--- config.mk ---
export PLATFORM = sky130hd
export DESIGN_NAME = runway_scheduler
export DESIGN_NICKNAME = d
export VERILOG_FILES = /design/src/rtl/runway_pkg.sv /design/src/rtl/runway_timer.sv /design/src/rtl/runway_scheduler.sv
export SDC_FILE = /design/constraint.sdc
export NUM_CORES = 1
export LEC_CHECK = 0
export BUFFER_PORTS_ARGS = -buffer_cell sky130_fd_sc_hd__buf_2
export CORE_ASPECT_RATIO = 1.75
export CORE_MARGIN = 2
export CORE_UTILIZATION = 24
export CTS_BUF_LIST = sky130_fd_sc_hd__clkbuf_8
export CTS_CLUSTER_DIAMETER = 200
export DETAILED_ROUTE_END_ITERATION = 10
export PLACE_DENSITY_LB_ADDON = 0.08
export SYNTH_ARGS = -nofsm -noshare
export SYNTH_HDL_FRONTEND = slang
export SYNTH_HIERARCHICAL = 1
export SYNTH_SLANG_ARGS = --single-unit
--- constraint.sdc ---
create_clock -name clk -period 5.8 [get_ports clk]
set_input_delay 0.58 -clock clk [delete_from_list [all_inputs] [get_ports clk]]
set_output_delay 0.58 -clock clk [all_outputs]
set_load 0.02 [all_outputs]
--- src/rtl/runway_pkg.sv ---
// Shared definitions for the runway scheduler: aircraft class encodings,
// runway identifiers and the class-to-preferred-runway mapping.
package runway_pkg;

    typedef enum logic [1:0] {
        AC_T00 = 2'b00,
        AC_T01 = 2'b01,
        AC_T10 = 2'b10,
        AC_T11 = 2'b11
    } ac_type_e;

    localparam logic RWY_A = 1'b0;
    localparam logic RWY_B = 1'b1;

    localparam int unsigned OCC_CYCLES_DEF = 15;

    typedef struct packed {
        ac_type_e   ac_type;
        logic [3:0] id;
    } req_entry_t;

    function automatic logic pref_runway(input ac_type_e t);
        logic r;
        case (t)
            AC_T01, AC_T11: r = RWY_A;
            default:        r = RWY_B;
        endcase
        return r;
    endfunction

endpackage

--- src/rtl/runway_timer.sv ---
// Occupancy timer for one runway: loads OCC_CYCLES on a grant, counts down
// every cycle, and reports busy while non-zero.
module runway_timer #(
    parameter int unsigned OCC_CYCLES = 15
) (
    input  logic clk,
    input  logic rst,
    input  logic load_i,
    output logic busy_o
);

    localparam int unsigned CW = $clog2(OCC_CYCLES + 1);

    logic [CW-1:0] count_q, count_d;

    always_comb begin
        count_d = count_q;
        if (load_i) begin
            count_d = CW'(OCC_CYCLES);
        end else if (count_q != '0) begin
            count_d = count_q - 1'b1;
        end
    end

    always_ff @(posedge clk or posedge rst) begin
        if (rst) begin
            count_q <= '0;
        end else begin
            count_q <= count_d;
        end
    end

    assign busy_o = (count_q != '0);

endmodule

--- src/rtl/runway_scheduler.sv ---
// Two-runway scheduler: a FIFO of aircraft requests whose head is granted
// to its preferred runway, or the alternate one, when free and not on hold.
module runway_scheduler
    import runway_pkg::*;
#(
    parameter int unsigned DEPTH      = 4,
    parameter int unsigned OCC_CYCLES = OCC_CYCLES_DEF
) (
    input  logic                     clk,
    input  logic                     rst,
    input  logic                     req_valid,
    output logic                     req_ready,
    input  logic [1:0]               req_type,
    input  logic [3:0]               req_id,
    input  logic                     hold,
    output logic                     grant_valid,
    output logic [3:0]               grant_id,
    output logic                     grant_runway,
    output logic                     busy_a,
    output logic                     busy_b,
    output logic [$clog2(DEPTH):0]   queue_count
);

    localparam int unsigned PW = $clog2(DEPTH);
    localparam int unsigned CW = PW + 1;

    req_entry_t       mem_q [DEPTH];
    logic [PW-1:0]    head_q, head_d;
    logic [PW-1:0]    tail_q, tail_d;
    logic [CW-1:0]    count_q, count_d;
    logic             gvalid_q, gvalid_d;
    logic [3:0]       gid_q, gid_d;
    logic             grwy_q, grwy_d;

    req_entry_t       head_entry;
    logic             pref, pref_free, alt_free, sel_rwy;
    logic             push, pop;
    logic             load_a, load_b;

    // Ready looks only at the registered count, so a full queue refuses a
    // push even on a cycle where the head is being granted.
    assign req_ready = (count_q < CW'(DEPTH));
    assign push      = req_valid && req_ready;

    always_comb begin
        head_entry = mem_q[head_q];
        pref       = pref_runway(head_entry.ac_type);
        pref_free  = (pref == RWY_A) ? !busy_a : !busy_b;
        alt_free   = (pref == RWY_A) ? !busy_b : !busy_a;
        pop        = (count_q != '0) && !hold && (pref_free || alt_free);
        sel_rwy    = pref_free ? pref : !pref;
        load_a     = pop && (sel_rwy == RWY_A);
        load_b     = pop && (sel_rwy == RWY_B);
    end

    always_comb begin
        head_d   = head_q;
        tail_d   = tail_q;
        count_d  = count_q;
        gvalid_d = pop;
        gid_d    = gid_q;
        grwy_d   = grwy_q;
        if (push) begin
            tail_d = tail_q + 1'b1;
        end
        if (pop) begin
            head_d = head_q + 1'b1;
            gid_d  = head_entry.id;
            grwy_d = sel_rwy;
        end
        if (push && !pop) begin
            count_d = count_q + 1'b1;
        end else if (!push && pop) begin
            count_d = count_q - 1'b1;
        end
    end

    always_ff @(posedge clk or posedge rst) begin
        if (rst) begin
            head_q   <= '0;
            tail_q   <= '0;
            count_q  <= '0;
            gvalid_q <= 1'b0;
            gid_q    <= '0;
            grwy_q   <= RWY_A;
        end else begin
            head_q   <= head_d;
            tail_q   <= tail_d;
            count_q  <= count_d;
            gvalid_q <= gvalid_d;
            gid_q    <= gid_d;
            grwy_q   <= grwy_d;
        end
    end

    always_ff @(posedge clk) begin
        if (push) begin
            mem_q[tail_q] <= '{ac_type: ac_type_e'(req_type), id: req_id};
        end
    end

    runway_timer #(.OCC_CYCLES(OCC_CYCLES)) u_timer_a (
        .clk    (clk),
        .rst    (rst),
        .load_i (load_a),
        .busy_o (busy_a)
    );

    runway_timer #(.OCC_CYCLES(OCC_CYCLES)) u_timer_b (
        .clk    (clk),
        .rst    (rst),
        .load_i (load_b),
        .busy_o (busy_b)
    );

    assign grant_valid  = gvalid_q;
    assign grant_id     = gid_q;
    assign grant_runway = grwy_q;
    assign queue_count  = count_q;

endmodule

==> summary.txt, run 1 <==
Status: complete, no violations
Slowest cell on the critical path: dfrtp_1
Die width: 71.23 um
Share of cells above drive strength 1: 24.36%
Starting Density: 24.91%
Combinational family with the most area after synthesis: multiplexers
Hold WC Path Type: input pin to asynchronous set/reset pin
Vias per cell: 4.348
Post-DRT Antenna Nets: 0
Setup TNS: 0 ns
Worst skew pair latency: 0.29 ns
Post-route minimum period: 2.866 ns
Critical Path Start Type: flop
CP delay by family, top: adder cells
Met2 Track Usage GR: 16.09%
Mapped cell area: 1898 um2
Multi-input gate area: 693.2 um2
Mean Syn Cell Area: 14.49 um2
Initial antenna violation count: 0
Complex-gate fraction of the synthesized area: 4.878%
Synth unique cells: 27
Max-Cap Viols: 0
Critical path buffers and inverters: 3
Routed Wire Length: 3442 um
Seq/Total Area, Yosys: 59.33%
Final GP Congestion: 0.6933
Yosys warning count: 6
1st-pass router iterations: 3
Area growth syn-to-layout: 14.90%
Hold slack: 0.1761 ns
Gr busiest metal: met2
Clock buffer depth: 2
First-pass GRT wire length: 5913 um
Mux contribution to synthesized area: 12.85%
Met3 GRT Util: 2.233%
Post_cts resized: 0
Rows: 42
CTS Hold Bufs: 0
Pleak: 0.9154 nW
RSZ-0062 raised after global routing: no
IO buf count: 20
Area of the core: 7620 um2
Dominant cell type by area after synthesis: edfxtp_1
Pre-CTS setup slack: 2.873 ns
Crit path top cell by count: inv_1
Fin Clk Skew: 0.005719 ns
Simple-Gate Fraction of Synth Area: 9.031%
Clk sinks: 41
Layout fillers: 784
Synth Area in XOR/XNOR: 2.769%
Synthesized Nets: 151
Die area: 8664 um2
Vias: 1061
HPWL after DPL: 2632 um
Top cells by area, synth: edfxtp_1, dfrtp_1, ha_1, mux4_1, mux2i_1
Total global routing overflow: 0
Worst Tran Pin Value: 0.6045 ns
N_diodes: 0
Total track usage: 9.083%
DRC: 0
Final Slew Violations: 0
Clock slew at reported path FFs: 0.08 ns
P per Cell Area: 513.5 nW/um2
Tcrit/Tclk final: 49.41%
TritonCTS Buffers: 5
Top cell type's share of synthesized area: 31.64%
Boundary Pins: 22
CTS tree: yes
Nets: 175
Register area: 1126 um2
Critical path type: flop to flop
Number of global-route vias before repair: 1143
Final setup viols: 0
Kind of end point of the critical path: flop
Postcts setup bufs: 0
Fmax: 348.9 MHz
Setup ws final: 2.934 ns
Worst Path Max Fanout: 10
Wire per inst: 14.11 um
Adder-Cell Fraction of Synth Area: 6.987%
Met1 Use GR: 9.852%
H-Tree Level Count: 2
Max IR drop VDD: 0.0001442 V
Max_slew headroom: 59.70%
Initial DRC count: 35
Syn Inst Count: 131
Largest net degree at the start of global routing: 15
Final hold vios: 0
Worst-path cell chain: inv_1 > ha_1 > nor3b_2 > inv_1 > a21oi_1 > o31ai_4 > ha_1 > inv_1 > fa_1 > mux2_2
Arrival time at the worst endpoint: 3.05 ns
Seq cells post-synth: 41
Root buffer cell: clkbuf_8
CP required: 5.98 ns
Chip height: 121.6 um
Slowest stage delay, CP: 0.43 ns
where the power goes:
group / leakage (nW) / internal (W) / switching [W]
combinational: 0.447 / 0.000212 / 0.000218
sequential: 0.432 / 0.000403 / 0.0000972
clock: 0.0364 / 0.0000844 / 0.000105
final timing paths:
path,from,end,slack (ns),depth (start not counted)
max in group asynchronous,rst,grant_id[0]$_DFFE_PP0P_,5.07,2
min in group clk,req_id[3],mem_q[2][3]$_DFFE_PP_,0.50,1
min reg2reg,grant_id[0]$_DFFE_PP0P_,grant_id[0]$_DFFE_PP0P_,0.51,1
min,rst,u_timer_b/count_q[2]$_DFFE_PP0P_,0.18,2
max,u_timer_a/count_q[0]$_DFFE_PP0P_,queue_count[1]$_DFFE_PP0P_,2.93,10
max reg2reg,u_timer_a/count_q[0]$_DFFE_PP0P_,queue_count[1]$_DFFE_PP0P_,2.93,10
synthesized netlist by cell type:
cell type,count
edfxtp_1,20
inv_1,16
o311ai_0,1
clkbuf_1,2
fa_1,1
o31ai_4,1
mux2i_1,6
mux2_2,5
nand2b_1,2
ha_1,9
nor3b_2,2
buf_6,1
o21ai_0,1
a211o_1,4
dfrtp_1,21
nor2_1,8
nor2b_2,1
nor2b_1,9
o31a_1,2
mux4_2,1
a21oi_1,1
and2_1,4
xnor2_1,5
mux4_1,4
xor2_1,1
nand2_1,1
nor3_1,2
per-stage QoR:
stage               util (%)  power [W]  cell area (um2)  instances
global route           28.62   0.001216             2181        244
global placement       27.42  0.0009256             2090        236
CTS                    28.62   0.001144             2181        244
floorplan                  -  0.0008288             1898        131
detailed placement     27.42  0.0009486             2090        236
finish                 28.62   0.001120             2181        244
flip-flops by register name (all words and copies together) (netlist names):
register	cells
mem_q	20
u_timer_a/count_q	4
u_timer_b/count_q	4
grant_runway	1
queue_count	3
head_q	2
tail_q	2
grant_id	4
grant_valid	1
logic make-up after synthesis:
| kind of cell | count (synthesis) |
|---|---|
| DFF | 41 |
| AOI/OAI and AO/OA | 10 |
| xor gates and xnor gates | 6 |
| muxes | 16 |
| adders and majority gates | 10 |
| and+or+nand+nor | 29 |
| buffers and inverters | 19 |
cell usage in the layout (no fill, tap or decap):
cell,instances
ha_1,9
edfxtp_1,20
a211o_1,4
and2_1,4
nand2_1,1
buf_2,20
dfrtp_1,21
o31ai_4,1
nor2_1,8
nor3_1,2
nand2b_1,2
mux4_2,1
inv_1,16
a21oi_1,1
clkinvlp_4,3
mux2i_1,6
clkbuf_8,5
xor2_1,1
xnor2_1,5
nor2b_1,9
o21ai_0,1
nor3b_2,2
mux4_1,4
fa_1,1
nor2b_2,1
o311ai_0,1
mux2_2,5
o31a_1,2
cell type report:
cell class / instances / area share, %
Timing Repair Buffer: 20 / 4.590
Multi-Input combinational cell: 71 / 31.78
Sequential cell: 41 / 51.64
Inverter: 16 / 2.754
Clock inverter: 3 / 1.033
Tap cell: 88 / 5.049
Clock buffer: 5 / 3.155
routing by layer:
metal / part of all wire (%) / vias up
met3: 3.7 / 7
met2: 54 / 17
met4: 2.4 / 0
met5: 0 / -
met1: 40 / 533
li1: - / 504
(Power assumes the default switching activity.)
==> inputs of run 2 (changes only) <==
==> constraint.sdc (replaced) <==
create_clock -name clk -period 2.3 [get_ports clk]
set_input_delay 0.23 -clock clk [delete_from_list [all_inputs] [get_ports clk]]
set_output_delay 0.23 -clock clk [all_outputs]
set_load 0.02 [all_outputs]
==> run 2 against run 1 <==
Against the previous run:
- cell area up 8.4%
- non-clock buffer count grew 18
- core utilization increased by 2.4 points
- clock power grew to 2.6 times the previous value
- global-route usage grew 0.45 points
- hold slack lost 0.036 ns
- sequential share of layout area is 4.0 points lower
- die area unchanged
- first-iteration DRC count is 29% lower
- clock skew shrank 0.0012 ns
- combinational power rose to 3.3 times the previous value
- sequential cell count did not move
- critical path type unchanged
- largest power group is now combinational cells
==> summary.txt, run 2 (synthesis gave the netlist of run 1 again) <==
Vias: 1109 (was 1061)
Total track usage: 9.535% (was 9.083%)
Critical path type: flop to flop (unchanged)
CP required: 2.49 ns (was 5.98 ns)
Fmax: 443.3 MHz (was 348.9 MHz)
H-Tree Level Count: 2 (unchanged)
Tcrit/Tclk final: 98.08% (was 49.41%)
Max_slew headroom: 61.35% (was 59.70%)
Post-route minimum period: 2.256 ns (was 2.866 ns)
Largest net degree at the start of global routing: 15 (unchanged)
Max IR drop VDD: 0.0003470 V (was 0.0001442 V)
First-pass GRT wire length: 6196 um (was 5913 um)
Vias per cell: 4.233 (was 4.348)
Commonest non-fill, non-tap cell in the layout: dfrtp_1 (unchanged)
Clock slew at reported path FFs: 0.08 ns (about the same)
IO buf count: 20 (unchanged)
Final hold vios: 0 (unchanged)
Worst skew pair latency: 0.30 ns (was 0.29 ns)
1st-pass router iterations: 4 (was 3)
N_diodes: 0 (unchanged)
Post-DRT Antenna Nets: 0 (unchanged)
DRC: 0 (unchanged)
Max reg flops: 20 (unchanged)
Hold slack: 0.1400 ns (was 0.1761 ns)
Total global routing overflow: 0 (unchanged)
Initial DRC count: 25 (was 35)
P per Cell Area: 1318 nW/um2 (was 513.5 nW/um2)
Kind of end point of the critical path: flop (unchanged)
Root buffer cell: clkbuf_8 (unchanged)
Status: complete, no violations (unchanged)
Final setup viols: 0 (unchanged)
Register area: 1126 um2 (unchanged)
Boundary Pins: 22 (unchanged)
Area growth syn-to-layout: 24.52% (was 14.90%)
Worst Path Max Fanout: 2 (was 10)
CTS tree: yes (unchanged)
Number of global-route vias before repair: 1237 (was 1143)
Rows: 42 (unchanged)
Clock buffer depth: 2 (unchanged)
HPWL after DPL: 2874 um (was 2632 um)
Die width: 71.23 um (unchanged)
Area of the core: 7620 um2 (unchanged)
Chip height: 121.6 um (unchanged)
Most frequent cells in the layout: dfrtp_1, buf_2, edfxtp_1 (unchanged)
Worst Tran Pin Value: 0.5791 ns (was 0.6045 ns)
Fin Clk Skew: 0.004511 ns (was 0.005719 ns)
Pleak: 1.007 nW (was 0.9154 nW)
Layout fillers: 784 (unchanged)
Arrival time at the worst endpoint: 2.45 ns (was 3.05 ns)
Die area: 8664 um2 (unchanged)
Starting Density: 24.91% (unchanged)
Largest Register: mem_q (unchanged)
Critical Path Start Type: flop (unchanged)
Max-Cap Viols: 0 (unchanged)
Final GP Congestion: 0.7175 (was 0.6933)
RSZ-0062 raised after global routing: yes (was no)
Multi-input gate area: 738.2 um2 (was 693.2 um2)
Routed Wire Length: 3769 um (was 3442 um)
Share of cells above drive strength 1: 37.36% (was 24.36%)
Final Slew Violations: 0 (unchanged)
Nets: 193 (was 175)
TritonCTS Buffers: 5 (unchanged)
Hold WC Path Type: input pin to flop (was input pin to asynchronous set/reset pin)
Initial antenna violation count: 0 (unchanged)
Clk sinks: 41 (unchanged)
Wire per inst: 14.39 um (was 14.11 um)
Setup TNS: 0 ns (unchanged)
[run 2: changes by cell type in the layout (fill, tap and decap cells not counted), sizes merged]
cell | previous run | this run
buf | 20 | 37
dlygate4sd3 | 0 | 1
[run 2: where the power goes]
part / internal, W / switching, W / leakage, nW
logic: 0.000735 / 0.000665 / 0.539
clock network: 0.000213 / 0.000273 / 0.0364
registers: 0.00102 / 0.000212 / 0.432
[run 2: path summary, 6_finish.rpt]
kind	to	cells past startpoint	slack, ns	from
worst max-delay path	queue_count[1]$_DFFE_PP0P_	10	0.04	u_timer_a/count_q[0]$_DFFE_PP0P_
worst min-delay path	mem_q[1][0]$_DFFE_PP_	1	0.14	req_id[0]
worst max register to register	queue_count[1]$_DFFE_PP0P_	10	0.04	u_timer_a/count_q[0]$_DFFE_PP0P_
worst min register to register	grant_id[1]$_DFFE_PP0P_	1	0.52	grant_id[1]$_DFFE_PP0P_
max in group asynchronous	queue_count[2]$_DFFE_PP0P_	3	1.37	rst
min in group asynchronous	u_timer_a/count_q[0]$_DFFE_PP0P_	3	0.38	rst
[run 2: cell type report]
| class | instances | share of cell area [%] |
|---|---|---|
| clock buffer | 5 | 2.912 |
| sequential | 41 | 47.64 |
| tap | 88 | 4.659 |
| multi-input combinational | 71 | 31.23 |
| inverter | 16 | 2.541 |
| timing repair buffer | 38 | 10.06 |
| clock inverter | 3 | 0.9529 |
[run 2: routing by layer]
metal	track usage, %	wire, um	vias to the layer above
li1	-	-	537
met1	9.659	1397	548
met2	17.36	2169	17
met3	2.316	121	7
met4	5.425	81	0
met5	0	0	-
[run 2: repair_timing]
action | in CTS | in global routing
endpoints found under the hold margin | 8 | 0
cloned | 0 | 0
setup buffers | 0 | 3
hold buffers | 1 | 0
pin swaps | 0 | 2
endpoints found under the setup margin | 1 | 1
gates resized for setup | 1 | 6
[run 2: worst max-delay path, stage by stage (launching register included)]
cell and delay [ns]:
dfrtp_1 0.40, inv_2 0.09, ha_4 0.13, nor3b_4 0.21
inv_2 0.08, a21oi_4 0.21, o31ai_4 0.11, ha_2 0.19
inv_2 0.06, fa_1 0.39, mux2_4 0.28
[run 2: per-stage QoR]
step                setup WS [ns]  total power [W]  utilization (%)  instances  cell area, um2
floorplan                -0.09357         0.002130                -        131            1919
global placement          0.01196         0.002524            29.08        250            2216
detailed placement       -0.02838         0.002598            29.08        250            2216
CTS                      0.009675         0.003108            30.51        259            2325
global route             -0.01956         0.003351            31.02        262            2364
finish                    0.04415         0.003115            31.02        262            2364
==> inputs of run 3 (changes only) <==
--- a/config.mk
+++ b/config.mk
@@ -15,5 +15,4 @@
 export PLACE_DENSITY_LB_ADDON = 0.08
 export SYNTH_ARGS = -nofsm -noshare
 export SYNTH_HDL_FRONTEND = slang
-export SYNTH_HIERARCHICAL = 1
 export SYNTH_SLANG_ARGS = --single-unit
==> run 3 against run 2 <==
Against the previous run:
- the flow now finishes with violations (setup timing)
- cell area fell by 5.7%
- clock skew rose by 0.0024 ns
- combinational power fell by 14%
- first-iteration DRC count rose by 52%
- global-route usage rose by 0.74 points
- hold slack barely moved
- synthesized cell count fell by 4.6%
- power fell by 7.1%
- critical path depth fell by 1
- fmax fell by 3.3%
- sequential share of layout area rose by 2.9 points
- critical endpoint unchanged
- highest routed layer unchanged
==> summary.txt, run 3 <==
Synthesized Nets: 143 (was 151)
Worst Path Max Fanout: 2 (unchanged)
Synth unique cells: 33 (was 27)
Hold WC Path Type: input pin to flop (unchanged)
Root buffer cell: clkbuf_8 (unchanged)
Fin cells: 253 (was 262)
Max_slew headroom: 76.42% (was 61.35%)
CP required: 2.49 ns (about the same)
Int Power: 0.001834 W (was 0.001965 W)
Clock buffer depth: 2 (unchanged)
Share of cells above drive strength 1: 37.72% (was 37.36%)
Dominant cell type by area after synthesis: edfxtp_1 (unchanged)
Met3 GRT Util: 3.046% (was 2.316%)
Top-count cell post-synth: dfrtp_1 (unchanged)
CP startpoint: u_timer_b.count_q[1]$_DFFE_PP0P_ (was u_timer_a/count_q[0]$_DFFE_PP0P_)
Kind of end point of the critical path: flop (unchanged)
Failing checks: setup timing
Vias: 1084 (was 1109)
Worst Reg-to-Reg Cells: 9 (was 10)
Reg2reg setup slack: -0.03 ns (was 0.04 ns)
Arrival time at the worst endpoint: 2.53 ns (was 2.45 ns)
Post-synth EDFFs: 20 (unchanged)
N_diodes: 0 (unchanged)
Commonest non-fill, non-tap cell in the layout: dfrtp_1 (unchanged)
Hold Path End: mem_q[1][3]$_DFFE_PP_ (was mem_q[1][0]$_DFFE_PP_)
Mean Syn Cell Area: 14.46 um2 (was 14.49 um2)
Top cell type's share of synthesized area: 33.22% (was 31.64%)
Fmax: 428.7 MHz (was 443.3 MHz)
Reg-to-Reg Start: u_timer_b.count_q[1]$_DFFE_PP0P_ (was u_timer_a/count_q[0]$_DFFE_PP0P_)
Top cells by area, synth: edfxtp_1, dfrtp_1, mux4_2, ha_1, xnor2_1 (was edfxtp_1, dfrtp_1, ha_1, mux4_1, mux2i_1)
Yosys warning count: 0 (was 6)
Combinational power share: 42.0% (was 45.0%)
Met2 Track Usage GR: 17.85% (was 17.36%)
IO buf count: 20 (unchanged)
Worst-path cell chain: inv_1 > ha_2 > or3b_4 > a211oi_4 > inv_1 > ha_2 > inv_2 > fa_1 > mux2_2 (was inv_2 > ha_4 > nor3b_4 > inv_2 > a21oi_4 > o31ai_4 > ha_2 > inv_2 > fa_1 > mux2_4)
Critical Path Start Type: flop (unchanged)
DRC: 0 (unchanged)
Worst Tran Pin Value: 0.3531 ns (was 0.5791 ns)
Number of global-route vias before repair: 1232 (was 1237)
Largest net degree at the start of global routing: 22 (was 15)
Wire per inst: 14.88 um (was 14.39 um)
Post-DRT Antenna Nets: 0 (unchanged)
Chip height: 118.8 um (was 121.6 um)
Die area: 8271 um2 (was 8664 um2)
Initial antenna violation count: 0 (unchanged)
Crit Reg-Reg Endpoint: queue_count[1]$_DFFE_PP0P_ (unchanged)
Mapped cell area: 1808 um2 (was 1898 um2)
First-pass GRT wire length: 6265 um (was 6196 um)
Psw: 0.001059 W (was 0.001150 W)
Total global routing overflow: 0 (unchanged)
Final Slew Violations: 0 (unchanged)
Seq pwr share: 41.5% (was 39.4%)
P per Cell Area: 1298 nW/um2 (was 1318 nW/um2)
Seq cells post-synth: 41 (unchanged)
Status: finished with violations (was complete, no violations)
Initial DRC count: 38 (was 25)
Post-layout util: 30.81% (was 31.02%)
Routed Wire Length: 3764 um (was 3769 um)
CTS tree: yes (unchanged)
Slowest stage delay, CP: 0.40 ns (about the same)
Worst Hold Depth: 1 (unchanged)
Seq/Total Area, Yosys: 62.28% (was 59.33%)
H-Tree Level Count: 2 (unchanged)
Syn Inst Count: 125 (was 131)
HP Start: req_id[3] (was req_id[0])
Pleak: 0.9199 nW (was 1.007 nW)
Asr flop ratio synth: 51.22% (unchanged)
Max reg flops: 20 (unchanged)
Rows: 41 (was 42)
Largest Register: mem_q (unchanged)
Clock power frac: 16.5% (was 15.6%)
Vias per cell: 4.285 (was 4.233)
Sw Share: 36.60% (was 36.93%)
RSZ-0062 raised after global routing: yes (unchanged)
Die width: 69.61 um (was 71.23 um)
Final setup viols: 1 (was 0)
Final hold vios: 0 (unchanged)
Met1 Use GR: 10.92% (was 9.659%)
Starting Density: 25.00% (was 24.91%)
Clock slew at reported path FFs: 0.09 ns (was 0.08 ns)
Critical path type: flop to flop (unchanged)
Max-Cap Viols: 0 (unchanged)
Nets: 184 (was 193)
Boundary Pins: 22 (unchanged)
Area growth syn-to-layout: 23.25% (was 24.52%)
Max IR drop VDD: 0.0004036 V (was 0.0003470 V)
Placed Cells: 240 (was 250)
Fin Clk Skew: 0.006939 ns (was 0.004511 ns)
1st-pass router iterations: 4 (unchanged)
Tcrit/Tclk final: 101.4% (was 98.08%)
Total track usage: 10.28% (was 9.535%)
Most instantiated cells after synthesis: dfrtp_1, edfxtp_1, inv_1 (unchanged)
Layout fillers: 739 (was 784)
Setup ws final: -0.03252 ns (was 0.04415 ns)
Area of the core: 7233 um2 (was 7620 um2)
Most frequent cells in the layout: dfrtp_1, buf_2, edfxtp_1 (unchanged)
Slowest cell on the critical path: or3b_4 (was dfrtp_1)
Gr busiest metal: met2 (unchanged)
Main synth FF type: dfrtp_1 (unchanged)
Worst skew pair latency: 0.30 ns (about the same)
HPWL after DPL: 2768 um (was 2874 um)
Final GP Congestion: 0.6493 (was 0.7175)
Post-route minimum period: 2.333 ns (was 2.256 ns)
Clk sinks: 41 (unchanged)
TritonCTS Buffers: 5 (unchanged)
## run 3: layout make-up
| cell class | instances | area, um2 | area share [%] |
|---|---|---|---|
| Clock inverter | 3 | 17.52 | 0.7861 |
| Inverter | 14 | 52.55 | 2.358 |
| Clock buffer | 5 | 68.82 | 3.088 |
| Tap cell | 86 | 107.6 | 4.829 |
| Sequential cell | 41 | 1126 | 50.53 |
| Timing Repair Buffer | 38 | 237.7 | 10.67 |
| Multi-Input combinational cell | 66 | 618.1 | 27.74 |
## run 3: how the worst max path moves through the flow
stage | endpoint | slack [ns] | cells after the start
floorplan | queue_count[1]$_DFFE_PP0P_ | -0.18 | 9
global placement | queue_count[1]$_DFFE_PP0P_ | -0.02 | 9
detailed placement | queue_count[1]$_DFFE_PP0P_ | -0.06 | 9
CTS | queue_count[1]$_DFFE_PP0P_ | -0.04 | 9
global route | queue_count[1]$_DFFE_PP0P_ | -0.14 | 9
finish | queue_count[1]$_DFFE_PP0P_ | -0.03 | 9
## run 3: what timing repair did
item	4_1_cts	5_1_grt
endpoints found under the hold margin	21	0
hold buffers	1	0
pin swaps	2	2
buffers inserted	2	2
gates resized for setup	0	1
setup endpoints to repair	1	2
## run 3: metal layers
metal | routed length (um) | up-vias
met5 | 0 | -
met4 | 117 | 0
met3 | 158 | 7
met2 | 2043 | 23
met1 | 1445 | 540
li1 | - | 514
## run 3: logic make-up after synthesis
kind of cell	share of synthesized area, %
compound gates	6.021
simple gates	7.612
xor+xnor	3.876
flops	62.28
fa+ha+maj	5.951
buf+inv	3.806
mux	10.45
## run 3: critical path: cells and delay by family, from the launching register on
kind / cells / cell delay (ns)
buffers and inverters: 3 / 0.18
muxes: 1 / 0.27
DFF: 1 / 0.39
AOI/OAI and AO/OA: 1 / 0.23
adders and majority gates: 3 / 0.75
and+or+nand+nor: 1 / 0.40
## run 3: metrics by stage
stage	area (um2)	hold slack (ns)	setup TNS, ns	worst slack, ns	total power [W]
3_5_place_dp	2102	0.2987	-0.05826	-0.05826	0.002421
4_1_cts	2213	0.1301	-0.04304	-0.04304	0.002932
3_3_place_gp	2102	0.2940	-0.01939	-0.01939	0.002378
2_1_floorplan	1813	0.2065	-0.1871	-0.1835	0.001999
6_report	2228	0.1401	-0.03252	-0.03252	0.002893
5_1_grt	2228	0.1368	-0.1485	-0.1401	0.003130
## run 3: power by group through the flow
stage          Combinational (W)  Clock, W  Sequential (W)
2_1_floorplan           0.000742         0         0.00126
3_3_place_gp             0.00116         0         0.00121
3_5_place_dp             0.00120         0         0.00122
4_1_cts                  0.00122  0.000500         0.00121
5_1_grt                  0.00136  0.000529         0.00124
6_report                 0.00121  0.000479         0.00120
